$ cat config.mk
export PLATFORM = sky130hd
export DESIGN_NAME = pipeline_hazard_ctrl
export DESIGN_NICKNAME = d
export VERILOG_FILES = /design/src/rtl/pipeline_hazard_ctrl.sv
export SDC_FILE = /design/constraint.sdc
export NUM_CORES = 1
export LEC_CHECK = 0
export ABC_CLOCK_PERIOD_IN_PS = 7800
export CAP_MARGIN = 20
export CORE_MARGIN = 5
export CORE_UTILIZATION = 33
export CTS_BUF_LIST = sky130_fd_sc_hd__clkbuf_2 sky130_fd_sc_hd__clkbuf_4 sky130_fd_sc_hd__clkbuf_8
export DETAILED_ROUTE_END_ITERATION = 12
export GPL_TIMING_DRIVEN = 0
export PLACE_DENSITY_LB_ADDON = 0.15
export SETUP_SLACK_MARGIN = 0.1
export SYNTH_ARGS = -nofsm -noshare
export SYNTH_HDL_FRONTEND = slang
export SYNTH_SLANG_ARGS = --single-unit
$ cat constraint.sdc
create_clock -name cpu_clk -period 7.8 [get_ports cpu_clk]
set_clock_uncertainty 0.2 [all_clocks]
set_input_delay 2.34 -clock cpu_clk [delete_from_list [all_inputs] [get_ports cpu_clk]]
set_output_delay 2.34 -clock cpu_clk [all_outputs]
set_load 0.005 [all_outputs]
$ cat src/rtl/pipeline_hazard_ctrl.sv
// rtl/pipeline_hazard_ctrl.sv - stall/flush sequencer for the 5-stage RV32 pipeline
// Optional performance counters are built when PERF_CNT_EN is defined.

module pipeline_hazard_ctrl #(
  parameter int MC_TIMEOUT = 64,
  parameter int CNT_W      = 32
) (
  input  logic             cpu_clk,
  input  logic             cpu_rst,
  input  logic [4:0]       ID_rs1,
  input  logic [4:0]       ID_rs2,
  input  logic             ID_re1,
  input  logic             ID_re2,
  input  logic [4:0]       EX_wr,
  input  logic             EX_is_load,
  input  logic             EX_br_taken,
  input  logic             EX_mc_req,
  input  logic             mc_done,
  output logic             mc_start,
  output logic             stop_PC,
  output logic             stop_IF_ID,
  output logic             stop_ID_EX,
  output logic             flush_IF_ID,
  output logic             flush_ID_EX,
  output logic             flush_EX_MEM,
  output logic             mc_timeout,
  output logic [CNT_W-1:0] load_stall_cnt,
  output logic [CNT_W-1:0] flush_cnt,
  output logic [CNT_W-1:0] mc_stall_cnt
);

  localparam int TW = (MC_TIMEOUT > 1) ? $clog2(MC_TIMEOUT) : 1;
  localparam logic [TW-1:0] T_LAST = TW'(MC_TIMEOUT - 1);

  typedef enum logic {RUN, MC_WAIT} state_e;

  state_e          state_q, state_d;
  logic [TW-1:0]   tcnt_q, tcnt_d;
  logic            timeout_q, timeout_d;
  logic            load_use;
  logic            start_c, stop_pc_c, stop_ifid_c, stop_idex_c;
  logic            fl_ifid_c, fl_idex_c, fl_exmem_c;

  assign load_use = EX_is_load && (EX_wr != 5'd0) &&
                    ((ID_re1 && (ID_rs1 == EX_wr)) || (ID_re2 && (ID_rs2 == EX_wr)));

  always_comb begin
    state_d     = state_q;
    tcnt_d      = tcnt_q;
    timeout_d   = timeout_q;
    start_c     = 1'b0;
    stop_pc_c   = 1'b0;
    stop_ifid_c = 1'b0;
    stop_idex_c = 1'b0;
    fl_ifid_c   = 1'b0;
    fl_idex_c   = 1'b0;
    fl_exmem_c  = 1'b0;
    case (state_q)
      RUN: begin
        if (EX_br_taken) begin
          fl_ifid_c = 1'b1;
          fl_idex_c = 1'b1;
        end else if (EX_mc_req) begin
          start_c     = 1'b1;
          stop_pc_c   = 1'b1;
          stop_ifid_c = 1'b1;
          stop_idex_c = 1'b1;
          fl_exmem_c  = 1'b1;
          tcnt_d      = '0;
          state_d     = MC_WAIT;
        end else if (load_use) begin
          stop_pc_c   = 1'b1;
          stop_ifid_c = 1'b1;
          fl_idex_c   = 1'b1;
        end
      end
      MC_WAIT: begin
        // EX is frozen here, so branch/mc_req/load_use inputs are stale and ignored
        tcnt_d = tcnt_q + 1'b1;
        if (mc_done) begin
          state_d = RUN;
        end else if (tcnt_q == T_LAST) begin
          timeout_d = 1'b1;
          state_d   = RUN;
        end else begin
          stop_pc_c   = 1'b1;
          stop_ifid_c = 1'b1;
          stop_idex_c = 1'b1;
          fl_exmem_c  = 1'b1;
        end
      end
      default: state_d = RUN;
    endcase
  end

  always_ff @(posedge cpu_clk or posedge cpu_rst) begin
    if (cpu_rst) begin
      state_q   <= RUN;
      tcnt_q    <= '0;
      timeout_q <= 1'b0;
    end else begin
      state_q   <= state_d;
      tcnt_q    <= tcnt_d;
      timeout_q <= timeout_d;
    end
  end

  // Reset gates the enables directly so they drop without waiting for a clock
  assign mc_start     = start_c     & ~cpu_rst;
  assign stop_PC      = stop_pc_c   & ~cpu_rst;
  assign stop_IF_ID   = stop_ifid_c & ~cpu_rst;
  assign stop_ID_EX   = stop_idex_c & ~cpu_rst;
  assign flush_IF_ID  = fl_ifid_c   & ~cpu_rst;
  assign flush_ID_EX  = fl_idex_c   & ~cpu_rst;
  assign flush_EX_MEM = fl_exmem_c  & ~cpu_rst;
  assign mc_timeout   = timeout_q;

`ifdef PERF_CNT_EN
  logic [CNT_W-1:0] ld_cnt_q, ld_cnt_d;
  logic [CNT_W-1:0] fl_cnt_q, fl_cnt_d;
  logic [CNT_W-1:0] mc_cnt_q, mc_cnt_d;
  logic             ld_ev, fl_ev, mc_ev;

  assign ld_ev = (state_q == RUN) && !EX_br_taken && !EX_mc_req && load_use;
  assign fl_ev = (state_q == RUN) && EX_br_taken;
  assign mc_ev = (state_q == MC_WAIT);

  always_comb begin
    ld_cnt_d = ld_cnt_q;
    fl_cnt_d = fl_cnt_q;
    mc_cnt_d = mc_cnt_q;
    if (ld_ev && (ld_cnt_q != '1)) ld_cnt_d = ld_cnt_q + 1'b1;
    if (fl_ev && (fl_cnt_q != '1)) fl_cnt_d = fl_cnt_q + 1'b1;
    if (mc_ev && (mc_cnt_q != '1)) mc_cnt_d = mc_cnt_q + 1'b1;
  end

  always_ff @(posedge cpu_clk or posedge cpu_rst) begin
    if (cpu_rst) begin
      ld_cnt_q <= '0;
      fl_cnt_q <= '0;
      mc_cnt_q <= '0;
    end else begin
      ld_cnt_q <= ld_cnt_d;
      fl_cnt_q <= fl_cnt_d;
      mc_cnt_q <= mc_cnt_d;
    end
  end

  assign load_stall_cnt = ld_cnt_q;
  assign flush_cnt      = fl_cnt_q;
  assign mc_stall_cnt   = mc_cnt_q;
`else
  assign load_stall_cnt = '0;
  assign flush_cnt      = '0;
  assign mc_stall_cnt   = '0;
`endif

endmodule
Yosys cells after proc, flatten, opt, wreduce, memory -nomap -nowiden. Cells that the tools add are included.

Register bits: 8. Word-level logic and storage cells: 43. Input bits: 23.

Bitwise gates (word level): 8. Reductions and logical operators: 8. Muxes and demuxes: 18. Add/subtract/negate cells: 1. Equality and inequality tests: 5.

Operator list (number): two-way mux 1 bit (13); two-way mux 6 bit (2); case mux 6 bit (2 select lines) (1); equality test 5 bit (2); adder 6 x 1 -> 6 bit (second input constant) (1); equality test 6 bit (second input constant) (1); AND 1 bit (5); nonzero test 5 bit (1); logical AND 1 bit (4); != test 2 bit (second input constant) (2); case mux 1 bit (2 select lines) (2); inverter 1 bit (3); AND reduction 3 bit (1); AND reduction 2 bit (1); logical OR 1 bit (1).

Longest topological paths before layout.
Depth after elaboration: 9. Depth in mapped cells: 6. Depth with buffers taken out: 5.

Worst setup path after synthesis. No wires, ideal clock.

Path kind: input port to output port. Start: input port EX_wr[1]. End: output port stop_PC. Slack: 1.929 ns. Arrival: 3.331 ns. Buffers on the path: 1. Stages: 5. Required time: 5.260 ns. Cells stage by stage: or4_1 -> o21ai_2 -> a2111o_1 -> o22ai_1 -> buf_4.

Word-level cells in the longest chain between the ends: 9.

RTL lines: start: declaration (line 14) `input logic [4:0] EX_wr,`; equality test 5 bit (line 45) `((ID_re1 && (ID_rs1 == EX_wr)) || (ID_re2 && (ID_rs2 == EX_wr)));`; logical AND 1 bit (line 45); logical OR 1 bit (line 45); logical AND 1 bit (*) (line 44) `assign load_use = EX_is_load && (EX_wr != 5'd0) &&`; two-way mux 1 bit (*) (3 in a row); case mux 1 bit (2 select lines) (*); AND 1 bit (*); end: declaration (line 20) `output logic stop_PC,`.

Mark *: on every way between the ends. The rest lies on a longest branch, timed or not.

Worst setup path in the final report.
Start: input port EX_wr[1]. End: output port stop_PC.

Word-level cells in the longest chain between the ends: 9.

RTL lines: equality test 5 bit (line 45); logical AND 1 bit (line 45); logical OR 1 bit (line 45); logical AND 1 bit (*) (line 44); two-way mux 1 bit (*) (line 71) `end else if (load_use) begin`; two-way mux 1 bit (*) (line 63) `end else if (EX_mc_req) begin`; two-way mux 1 bit (*) (line 60) `if (EX_br_taken) begin`; case mux 1 bit (2 select lines) (*) (line 58) `case (state_q)`; AND 1 bit (*) (line 110) `assign stop_PC = stop_pc_c & ~cpu_rst;`.

Marks and branches as above.

==> metrics <==
Crit. End Element output port; R2R Setup Slk 6.26 ns; GRT overflow 0; FILL cells between 400 and 500; Worst Hold Class flop to flop; capture point of the worst reg-to-reg path state_q$_DFF_PP0_; placer congestion estimate between 0.7 and 0.8; global-route wire length before repair roughly 4.2 mm; IO Count 127; switch share between 20% and 30%; CTS tree yes; Inserted Clock Buffers 3; Post-CTS Resized 0; Seq pwr share about 28%; vias in the first global route between 900 and 1000; fmax 0.146 GHz; Final Cycle Share 87.6%; IO Port Bufs 30; min Tclk post-route about 6.8 ns; P per Cell Area just over 90 nW/um2; Fin. Hold Viols 0; accumulated negative setup slack 0 ns; initial antenna violation count 0; all-layer global routing usage between 10% and 20%; cell count after synthesis 162; DR vias 1062; RSZ-0062 raised after global routing false; Detail Route Antenna Nets 0; layout cells sized above 1 between 30% and 40%; worst vdd ir between 0.05 and 0.06 mV; Die X 73.0 um; Reg2Reg Depth 5; Netlist cell types 30; die area between 5000 and 6000 um2; Initial Util 33.5%; Seq cells post-synth 8; Final Total Pwr about 0.19 mW; Sink Count 8; Setup crit start kind input port; Remaining DRCs 0; wire length per cell about 8.3 um; P_int between 0.1 and 0.15 mW; Lkg Pwr ~1.2 nW; outcome complete, no violations; sequential area share after synthesis 15.3%; required time worst endpoint approximately 5.3 ns; Critical Path End stop_PC; postcts setup bufs 0; Max clock buf depth 2; Max Cap Viol 0; TritonRoute pass-1 iters 4; Data arrival, critical path about 4.3 ns; Core ar. between 3000 and 4000 um2; Comb power frac 46.6%; Vias/cell between 3 and 4; WL final roughly 2.8 mm; reg2reg start tcnt_q[0]$_DFFE_PP0P_; Hold WS roughly 0.26 ns; Antenna Cells 0; Clock Power Share between 20% and 30%; Clock transition at path regs roughly 0.040 ns; Avg Inst Size Synth roughly 8.1 um2; Layout area overhead 58.0%; nets between 300 and 400; Net Sw Power approximately 0.055 mW; Final Max Tran Viols 0; die height between 70 and 80 um; largest net degree at the start of global routing 11; H-tree depth 1; # hold bufs at CTS 0; Hold Startpoint mc_timeout$_DFFE_PP0P_; CP startpoint EX_wr[1]; Setup violations, final 0; kind of critical path input port to output port; crit-path max FO 3; CTS root buffer clkbuf_8; First DRT Iteration DRCs 11; row cnt 23; Syn Std Cell Area 1310 um2; worst-skew pair later-pin latency ~0.22 ns; Synth Warn # 0
## cell usage after synthesis (all sizes together)
master,n,area [um2]
a2111o,1,11.3
nand2b,1,6.26
xor2,8,70.1
nor4,2,12.5
o21bai,2,15.0
nor3b,1,7.51
or4,2,15.0
o31ai,1,7.51
a22o,1,8.76
inv,3,11.3
and3,1,6.26
a32oi,1,8.76
xnor2,3,26.3
ha,1,12.5
nand3,2,10.0
dfrtp,8,200
nand2,5,18.8
nor2,1,3.75
o22ai,1,6.26
nor2b,3,18.8
o21ai,8,43.8
conb,1,3.75
mux2,2,22.5
nor3,1,5.00
nand4,1,6.26
buf,99,741
and2,2,12.5
## sequential cells by signal, summed over array words and instances, names as in the netlist
| name | count |
|---|---|
| tcnt_q | 6 |
| mc_timeout | 1 |
| state_q | 1 |
## through the flow
stage | utilization (%) | setup slack, ns | cell area (um2) | std cells
after CTS | 52.9 | 0.941 | 2070 | 340
after detailed placement | 51.9 | 0.941 | 2030 | 337
after global placement | 51.9 | 0.942 | 2030 | 337
after global routing | 52.9 | 0.852 | 2070 | 340
final | 52.9 | 0.968 | 2070 | 340
after floorplan | - | 1.93 | 1670 | 257
## power groups by stage
| stage | combinational, mW | sequential [mW] | clock, mW |
|---|---|---|---|
| 4_1_cts | 0.0861 | 0.0523 | 0.0516 |
| 3_3_place_gp | 0.0855 | 0.0525 | 0 |
| 2_1_floorplan | 0.0647 | 0.0512 | 0 |
| 6_report | 0.0885 | 0.0524 | 0.0489 |
| 5_1_grt | 0.0995 | 0.0530 | 0.0537 |
| 3_5_place_dp | 0.0860 | 0.0529 | 0 |
## cell families after synthesis
kind of cell / after synthesis / synth area share, %
buffers and inverters: 102 / 57.3
and+or+nand+nor: 22 / 9.35
AOI/OAI and AO/OA: 15 / 7.73
xor gates and xnor gates: 11 / 7.35
DFF: 8 / 15.3
muxes: 2 / 1.72
adders and majority gates: 1 / 0.954
other: 1 / 0.286
## placed cells by master, fill, tap and decap left out
cell / Yosys / layout
nor4_1: 2 / 2
clkdlybuf4s50_1: 0 / 30
nand2_1: 5 / 5
nor2_1: 1 / 1
mux2_2: 2 / 2
o31ai_1: 1 / 1
clkbuf_8: 0 / 3
nor3b_1: 1 / 1
a2111o_1: 1 / 1
nand2b_1: 1 / 1
ha_1: 1 / 1
o21bai_1: 2 / 2
buf_2: 1 / 1
nand4_1: 1 / 1
a32oi_1: 1 / 1
a22o_1: 1 / 1
buf_4: 98 / 98
or4_1: 2 / 2
dfrtp_1: 8 / 8
and2_0: 1 / 1
nand3_1: 2 / 2
xor2_1: 8 / 8
o21ai_0: 7 / 7
xnor2_1: 3 / 3
o21ai_2: 1 / 1
nor2b_1: 3 / 3
and2_1: 1 / 1
conb_1: 1 / 96
inv_1: 3 / 3
nor3_1: 1 / 1
and3_1: 1 / 1
o22ai_1: 1 / 1
## layer usage
metal	share of wire, %	wire (um)	vias to the layer above	global-route usage [%]
met5	0	0	-	0
met3	18	497	2	6.34
met4	0.43	12	0	1.84
li1	-	-	585	-
met1	30	857	408	9.36
met2	52	1450	67	18.5
## how the worst min path moves through the flow
stage / endpoint / depth (start not counted)
finish: mc_timeout$_DFFE_PP0P_ / 2
global route: mc_timeout$_DFFE_PP0P_ / 2
CTS: mc_timeout$_DFFE_PP0P_ / 2
detailed placement: mc_timeout$_DFFE_PP0P_ / 2
global placement: mc_timeout$_DFFE_PP0P_ / 2
floorplan: mc_timeout$_DFFE_PP0P_ / 2
## layout make-up
type / instances / area (um2) / share of cell area, %
Buffer: 99 / 741 / 35.7
Multi-Input combinational cell: 147 / 716 / 34.5
Inverter: 3 / 11.3 / 0.543
Sequential cell: 8 / 200 / 9.66
Timing Repair Buffer: 30 / 300 / 14.5
Tap cell: 50 / 62.6 / 3.02
Clock buffer: 3 / 41.3 / 1.99
## worst max-delay path, cell delays in order
cell and delay, ns:
clkdlybuf4s50_1 0.47, or4_1 0.55, o21ai_2 0.15, a2111o_1 0.12
o22ai_1 0.07, buf_4 0.14, clkdlybuf4s50_1 0.44
Power figures use the tool's default switching activity.
